### src/rtl/numarator_ture.sv
// numarator_ture: debounced lap counter with a two-digit BCD count, lap pulse and circuit target flag.
// Define NUMARATOR_TURE_HEX_EN to drive hex0/hex1 with 7-segment patterns; otherwise they stay blank.
module numarator_ture #(
   parameter int CLK_HZ       = 50000000,
   parameter int FILTRU_CICLI = 16,
   parameter int BLOCARE_MS   = 500
) (
   input  logic       clk,
   input  logic       rst,
   input  logic       tact_count,
   input  logic       reset_count,
   input  logic [1:0] circuit,
   output logic [7:0] count_ture,
   output logic       puls_tura,
   output logic       depasire,
   output logic       limita_atinsa,
   output logic [6:0] hex0,
   output logic [6:0] hex1
);

   localparam int LOCK_CYC = CLK_HZ / 1000 * BLOCARE_MS;
   localparam int FILT_W   = (FILTRU_CICLI > 0) ? $clog2(FILTRU_CICLI + 1) : 1;
   localparam int LOCK_W   = (LOCK_CYC > 0) ? $clog2(LOCK_CYC + 1) : 1;

   localparam logic [FILT_W-1:0] FILT_MAX = FILT_W'(FILTRU_CICLI);
   localparam logic [LOCK_W-1:0] LOCK_MAX = LOCK_W'(LOCK_CYC);

   typedef enum logic [1:0] {
      ASTEPTARE,
      FILTRU,
      NUMARA,
      BLOCARE
   } state_t;

   state_t            state_q, state_d;
   logic              tact_s1_q, tact_s1_d;
   logic              s_tact_q, s_tact_d;
   logic              rst_s1_q, rst_s1_d;
   logic              s_rst_q, s_rst_d;
   logic [FILT_W-1:0] filt_q, filt_d;
   logic [LOCK_W-1:0] lock_q, lock_d;
   logic [7:0]        count_q, count_d;
   logic              puls_q, puls_d;
   logic              dep_q, dep_d;
   logic              s_tact;
   logic              s_rst;

   assign s_tact = s_tact_q;
   assign s_rst  = s_rst_q;

   always_ff @(posedge clk) begin
      if (rst) begin
         state_q   <= ASTEPTARE;
         tact_s1_q <= 1'b0;
         s_tact_q  <= 1'b0;
         rst_s1_q  <= 1'b0;
         s_rst_q   <= 1'b0;
         filt_q    <= '0;
         lock_q    <= '0;
         count_q   <= 8'h00;
         puls_q    <= 1'b0;
         dep_q     <= 1'b0;
      end else begin
         state_q   <= state_d;
         tact_s1_q <= tact_s1_d;
         s_tact_q  <= s_tact_d;
         rst_s1_q  <= rst_s1_d;
         s_rst_q   <= s_rst_d;
         filt_q    <= filt_d;
         lock_q    <= lock_d;
         count_q   <= count_d;
         puls_q    <= puls_d;
         dep_q     <= dep_d;
      end
   end

   always_comb begin
      tact_s1_d = tact_count;
      s_tact_d  = tact_s1_q;
      rst_s1_d  = reset_count;
      s_rst_d   = rst_s1_q;
      state_d   = state_q;
      filt_d    = filt_q;
      lock_d    = lock_q;
      count_d   = count_q;
      puls_d    = 1'b0;
      dep_d     = dep_q;

      case (state_q)
         ASTEPTARE: begin
            filt_d = '0;
            lock_d = '0;
            if (s_tact) begin
               state_d = FILTRU;
               filt_d  = FILT_W'(1);
            end
         end

         FILTRU: begin
            if (!s_tact) begin
               state_d = ASTEPTARE;
               filt_d  = '0;
            end else if (filt_q >= FILT_MAX - FILT_W'(1)) begin
               state_d = NUMARA;
               filt_d  = FILT_MAX;
            end else begin
               filt_d = filt_q + FILT_W'(1);
            end
         end

         NUMARA: begin
            // Pulse is registered so it appears together with the new count.
            puls_d  = 1'b1;
            filt_d  = '0;
            lock_d  = '0;
            state_d = BLOCARE;
            if (count_q[3:0] == 4'd9) begin
               count_d[3:0] = 4'd0;
               if (count_q[7:4] == 4'd9) begin
                  count_d[7:4] = 4'd0;
                  dep_d        = 1'b1;
               end else begin
                  count_d[7:4] = count_q[7:4] + 4'd1;
               end
            end else begin
               count_d[3:0] = count_q[3:0] + 4'd1;
            end
         end

         BLOCARE: begin
            if (lock_q != LOCK_MAX) begin
               lock_d = lock_q + LOCK_W'(1);
            end else if (!s_tact) begin
               state_d = ASTEPTARE;
               lock_d  = '0;
            end
         end

         default: begin
            state_d = ASTEPTARE;
            filt_d  = '0;
            lock_d  = '0;
         end
      endcase

      // A lap-clear request overrides any lap being counted in the same cycle.
      if (s_rst) begin
         state_d = ASTEPTARE;
         filt_d  = '0;
         lock_d  = '0;
         count_d = 8'h00;
         puls_d  = 1'b0;
         dep_d   = 1'b0;
      end
   end

   always_comb begin
      limita_atinsa = 1'b0;
      case (circuit)
         2'b01:   limita_atinsa = (count_q != 8'h00);
         2'b10:   limita_atinsa = (count_q[7:4] != 4'd0);
         default: limita_atinsa = 1'b0;
      endcase
   end

   assign count_ture = count_q;
   assign puls_tura  = puls_q;
   assign depasire   = dep_q;

`ifdef NUMARATOR_TURE_HEX_EN
   function automatic logic [6:0] seg7(input logic [3:0] digit);
      logic [6:0] pattern;
      case (digit)
         4'd0:    pattern = 7'b1000000;
         4'd1:    pattern = 7'b1111001;
         4'd2:    pattern = 7'b0100100;
         4'd3:    pattern = 7'b0110000;
         4'd4:    pattern = 7'b0011001;
         4'd5:    pattern = 7'b0010010;
         4'd6:    pattern = 7'b0000010;
         4'd7:    pattern = 7'b1111000;
         4'd8:    pattern = 7'b0000000;
         4'd9:    pattern = 7'b0010000;
         default: pattern = 7'b1111111;
      endcase
      return pattern;
   endfunction

   always_comb begin
      hex0 = seg7(count_q[3:0]);
      hex1 = seg7(count_q[7:4]);
   end
`else
   assign hex0 = 7'b1111111;
   assign hex1 = 7'b1111111;
`endif

endmodule
### config.mk
export PLATFORM = sky130hd
export DESIGN_NAME = numarator_ture
export DESIGN_NICKNAME = d
export VERILOG_FILES = /design/src/rtl/numarator_ture.sv
export SDC_FILE = /design/constraint.sdc
export NUM_CORES = 1
export LEC_CHECK = 0
export BUFFER_PORTS_ARGS = -buffer_cell sky130_fd_sc_hd__buf_2
export CAP_MARGIN = 10
export CORE_AREA = 2 2 73 75
export CTS_BUF_LIST = sky130_fd_sc_hd__clkbuf_8 sky130_fd_sc_hd__clkbuf_16
export DETAILED_ROUTE_END_ITERATION = 8
export DIE_AREA = 0 0 75 77
export PLACE_DENSITY = 0.73
export SLEW_MARGIN = 20
export SYNTH_ARGS = -nofsm -noshare
export SYNTH_HDL_FRONTEND = slang
export SYNTH_SLANG_ARGS = --single-unit
### constraint.sdc
create_clock -name clk -period 1.89 [get_ports clk]
set_input_delay 0.567 -clock clk [delete_from_list [all_inputs] [get_ports clk]]
set_output_delay 0.567 -clock clk [all_outputs]
set_load 0.01 [all_outputs]
* Word-level counts from Yosys, hierarchy flattened *
Index checks and enable logic that the tools add are counted.

storage, ports and cells
  bits in registers = 46
  input bits = 6
  output and inout port bits = 25
  word-level logic and storage cells = 57

cells by class
  add/sub/neg operators = 4
  magnitude comparators = 1
  eq/ne operators = 13
  mux-type cells = 17
  reduce and logical (&&, ||, !) cells = 11

operators by type and width
  kind                   number
  $mux 25                2
  $pmux 25 s2            1
  $add 25x1->25 const B  1
  $ne 25x25->1 const B   1
  $pmux 5 s3             1
  $mux 2                 5
  $mux 5                 2
  $add 4x1->4 const B    2
  $eq 4x4->1 const B     2
  $mux 4                 2
  $pmux 2 s4             1
  $reduce_bool 8->1      1
  $eq 2x2->1 const B     3
  $ne 2x2->1 const B     3
  $ne 3x3->1 const B     2
  $add 5x1->5 const B    1
  $ge 5x4->1 const B     1
  $eq 2x1->1 const B     2
  $reduce_and 2->1       2
  $reduce_and 4->1       1
  $reduce_bool 4->1      1
  $reduce_or 2->1        2
  $reduce_and 3->1       1
  $reduce_bool 3->1      1
  4 further kinds        5

* Depth between registers and ports, before layout *
  depth in word-level cells = 4
  mapped depth = 9
  depth with buffers taken out = 7

* Least setup slack after synthesis *
Ideal clock, no wire load.

  path type = register to register
  start = register state_q[0]
  end = register lock_q[21]
  setup time = 0.115 ns
  data arrival time = 1.915 ns
  data required time = 1.775 ns
  setup slack = -0.140 ns
  cell stages (with the launch flop) = 10
  path buffers = 2
  period minus slack after synthesis = 2.030 ns
  cell sequence = dfxtp_1 > inv_1 > ha_1 > buf_2 > o311ai_0 > or4_1 > clkbuf_1 > nor3_1 > xnor2_1 > nor2_1

on the way
  cells in the longest elaborated chain, start to end = 4
  elaborated cells between the ends (all ways) = 8
  classes of those cells = eq/ne: 3; mux: 1; reduce/logical: 4

RTL lines
  item                                           line  text
  start: declaration                             35    state_t state_q, state_d;
  start signal: assignment                       64    state_q <= state_d;
  $eq 2x2->1 or $logic_not 2->1 (tied branches)  89    case (state_q)
  $reduce_or 2->1 (no source line)               --
  $reduce_bool 2->1 (no source line)             --
  $reduce_and 2->1 (no source line)              --
  end signal: assignment                         70    lock_q <= lock_d;
  end: declaration                               41    logic [LOCK_W-1:0] lock_q, lock_d;

Parallel ways exist; a longest one is shown, timed or not.
A chain may end at the register's enable or synchronous reset.

* Worst setup path in the final report *
  start = register count_q[1], in the netlist count_ture[1]
  end = output limita_atinsa

on the way
  cells in the longest elaborated chain, start to end = 2

RTL lines
  item                      line  text
  start: declaration        42    logic [7:0] count_q, count_d;
  start signal: assignment  71    count_q <= count_d;
  $reduce_bool 8->1         160   2'b01: limita_atinsa = (count_q != 8'h00);
  $pmux 1 s2                159   case (circuit)
  end: declaration          16    output logic limita_atinsa,

No other way between the ends.

==> results.sh <==
export IMPL_yosysMostFrequentCell="sky130_fd_sc_hd__dfxtp_1"
export IMPL_ys_types=46
export IMPL_clock_skew_ns=0.00625
export IMPL_detail_route_wirelength_um=5380
export IMPL_path_buf_inv=1
export IMPL_setup_violations=20
export IMPL_die_height_um=77
export IMPL_highest_delay_cell_along_the_critical_path="sky130_fd_sc_hd__or4_4"
export IMPL_die_width_um=75
export IMPL_synth_top_area_share_pct=37.9
export IMPL_routabilityCongestion=0.783
export IMPL_clkSlewWorstSetupHoldPaths_ns=0.09
export IMPL_tightest_slew_ns=0.558
export IMPL_async_flop_share_pct=0
export IMPL_drt_iter0_drc=134
export IMPL_total_leakage_power_uw=0.00119
export IMPL_final_min_period_over_clock_period_pct=109
export IMPL_cts_htree_levels=2
export IMPL_total_power_uw=1780
export IMPL_final_fill_count=439
export IMPL_holdWs_ns=0.444
export IMPL_synth_top_area_cell="sky130_fd_sc_hd__dfxtp_1"
export IMPL_slew_headroom_pct=62.6
export IMPL_syn_mean_instance_area_um2=8.55
export IMPL_wire_length_of_the_first_global_routing_pass_um=8520
export IMPL_drc=0
export IMPL_post_drt_via_cell_ratio=5.13
export IMPL_power_per_cell_area_nw_per_um2=573
export IMPL_criticalPathCategory="reg2out"
export IMPL_cts_root_buf="sky130_fd_sc_hd__clkbuf_8"
export IMPL_crit_path_max_incr_delay_ns=0.53
export IMPL_finalHoldViolCount=0
export IMPL_unrepaired_setup_endpoints_after_global_routing="true"
export IMPL_n_antenna_cell=0
export IMPL_synth_yosys_seq_area_share_pct=37.9
export IMPL_cts_buffer_depth=2
export IMPL_ant_nets=0
export IMPL_grt_antenna_before_repair=0
export IMPL_gr_usage_all_layers_pct=18.3
export IMPL_via_count_of_the_first_global_routing_pass=1965
export IMPL_crit_path_cell_trace="or4_4 > o21ai_2 > a21oi_1 > buf_2"
export IMPL_globalRouteOverflowTotal=0
export IMPL_cts_tree="yes"
export IMPL_timing_critical_path_to_type="primary output"
export IMPL_leading_register_cell_type_out_of_synthesis="sky130_fd_sc_hd__dfxtp_1"
export IMPL_io_pin_count=31
export IMPL_grt_start_max_net_pins=14
export IMPL_initial_core_util_pct=48.8
export IMPL_crit_path_max_fanout=2
export IMPL_max_cap_violations=0
export IMPL_fmaxAchievable_ghz=0.485
export IMPL_syn2layout_area_growth_pct=27.6
export IMPL_cts_hold_buf=0
export IMPL_placement_rows=26
export IMPL_insertion_delay_ns=0.30
export IMPL_floorplan_die_area_um2=5780
export IMPL_fin_ws_ns=-0.172
export IMPL_design_core_area_um2=4980
export IMPL_instances_no_fill=413
export IMPL_io_buffers=16
export IMPL_syn_instance_count=284
export IMPL_numPlacedInstances=399
export IMPL_failed_checks="negative setup slack"
export IMPL_synth_area_leaders="sky130_fd_sc_hd__dfxtp_1 (38%), sky130_fd_sc_hd__ha_1 (5.7%), sky130_fd_sc_hd__nor2_1 (5.6%), sky130_fd_sc_hd__xnor2_1 (5.4%), sky130_fd_sc_hd__buf_4 (4.3%)"
export IMPL_outcome="finished with violations"
export IMPL_slew_viol_final=0
export IMPL_crit_family="simple AND/OR/NAND/NOR gates"
export IMPL_final_min_clock_period_ns=2.06
export IMPL_critPathRequiredTime_ns=1.32
export IMPL_synth_enable_flop_cells=0
export IMPL_crit_path_dat_ns=1.50
export IMPL_final_net_count=359
export IMPL_place_detailed_hpwl_um=3460
export IMPL_ys_seq_elements=46
export IMPL_multi_input_area_um2=1560
export IMPL_ir_worst_vdd_mv=0.355
export IMPL_drive_above_1_share_pct=31.5
export IMPL_drt_pre_antenna_iters=4
export IMPL_clock_sinks=46
export IMPL_synth_top_cells_by_count="sky130_fd_sc_hd__dfxtp_1 (46), sky130_fd_sc_hd__nor2_1 (36), sky130_fd_sc_hd__nand2_1 (16), sky130_fd_sc_hd__nor3_1 (16), sky130_fd_sc_hd__xnor2_1 (15)"
export IMPL_wl_per_cell_um=13.0
export IMPL_post_route_setup_tns_ns=-0.995
export IMPL_number_of_buffers_created_by_cts=5
export IMPL_start_kind="register"
export IMPL_synth_area_um2=2430
export IMPL_detailroute_via_count=2117
export IMPL_worstHoldPathType="reg2reg"
export IMPL_warnings_from_yosys=0
export IMPL_sequential_cell_area_um2=923
-- layout make-up --
class	instances	share of cell area, %
clock buffers	6	2.66
well taps	70	2.83
multi-input cells	219	50.3
inverters	14	1.70
clock inverters	2	0.283
flip-flops and latches	46	29.8
repair buffers	56	12.4
-- cells by family after synthesis --
kind of cell	after synthesis	synth area share, %
mux	1	0.412
compound gates	37	9.79
fa+ha+maj	11	5.67
buf+inv	35	8.29
flops	46	37.9
xor+xnor	25	9.02
simple gates	128	28.7
other cells	1	0.154
-- placed cells by master, fill, tap and decap left out, types with 3 or more instances in the layout --
cell type | netlist | final
sky130_fd_sc_hd__dfxtp_1 | 46 | 44
sky130_fd_sc_hd__buf_4 | 14 | 39
sky130_fd_sc_hd__nor2_1 | 36 | 30
sky130_fd_sc_hd__nand2_1 | 16 | 16
sky130_fd_sc_hd__buf_2 | 1 | 16
sky130_fd_sc_hd__xnor2_1 | 15 | 15
sky130_fd_sc_hd__inv_1 | 14 | 14
sky130_fd_sc_hd__nand3_1 | 14 | 14
sky130_fd_sc_hd__conb_1 | 1 | 14
sky130_fd_sc_hd__a21oi_1 | 11 | 10
sky130_fd_sc_hd__nor2b_1 | 10 | 10
sky130_fd_sc_hd__xor2_1 | 10 | 10
sky130_fd_sc_hd__nor3_1 | 16 | 9
sky130_fd_sc_hd__ha_1 | 11 | 8
sky130_fd_sc_hd__nor3_2 | 0 | 7
sky130_fd_sc_hd__o21ai_0 | 11 | 6
sky130_fd_sc_hd__nor2_2 | 0 | 6
sky130_fd_sc_hd__clkbuf_8 | 0 | 6
sky130_fd_sc_hd__or4_4 | 1 | 5
sky130_fd_sc_hd__and4_1 | 4 | 4
sky130_fd_sc_hd__a31o_4 | 1 | 4
sky130_fd_sc_hd__nand4_1 | 4 | 4
sky130_fd_sc_hd__o21ai_2 | 0 | 3
sky130_fd_sc_hd__or4b_4 | 0 | 3
sky130_fd_sc_hd__nor3b_1 | 3 | 3
sky130_fd_sc_hd__nand2b_1 | 3 | 3
-- state kept, by name, indices dropped and copies added, names as in the netlist, named ones only --
name        count
s_tact_d        1
s_rst           1
lock_q         25
depasire        1
puls_tura       1
state_q         1
rst_s1_q        1
filt_q          5
count_ture      8
s_tact          1
-- where the power goes --
group / total (uW) / switching [uW] / internal, uW
registers: 985 / 7.53 / 978
clock network: 626 / 335 / 290
logic: 166 / 105 / 61.7
total: 1780 / 447 / 1330
-- metrics by stage --
stage | utilization (%) | setup WS [ns] | cell area [um2]
floorplan | - | -0.0169 | 2500
global placement | 56.2 | -0.105 | 2800
detailed placement | 56.2 | -0.116 | 2800
CTS | 59.3 | -0.195 | 2950
global route | 62.3 | -0.232 | 3100
finish | 62.3 | -0.172 | 3100
-- what timing repair did --
action / in CTS / in global routing
cloned: 2 / 1
pin swaps: 5 / 20
resized for setup: 12 / 33
endpoints found under the setup margin: 28 / 30
buffers inserted: 1 / 2
-- path summary, 6_finish.rpt --
check,start,endpoint,slack (ns),cells after the start
max,count_ture[1],limita_atinsa,-0.17,4
min reg2reg,rst_s1_q,s_rst,0.44,1
max reg2reg,lock_q[15],lock_q[24],-0.09,6
min,rst_s1_q,s_rst,0.44,1
-- layer usage --
metal	share of wire (%)	vias up	track usage, %
li1	-	1075	-
met1	46	993	24.0
met2	49	44	30.4
met3	3.6	5	3.94
met4	1.0	0	4.29
met5	0	-	0
(Power assumes the default switching activity.)
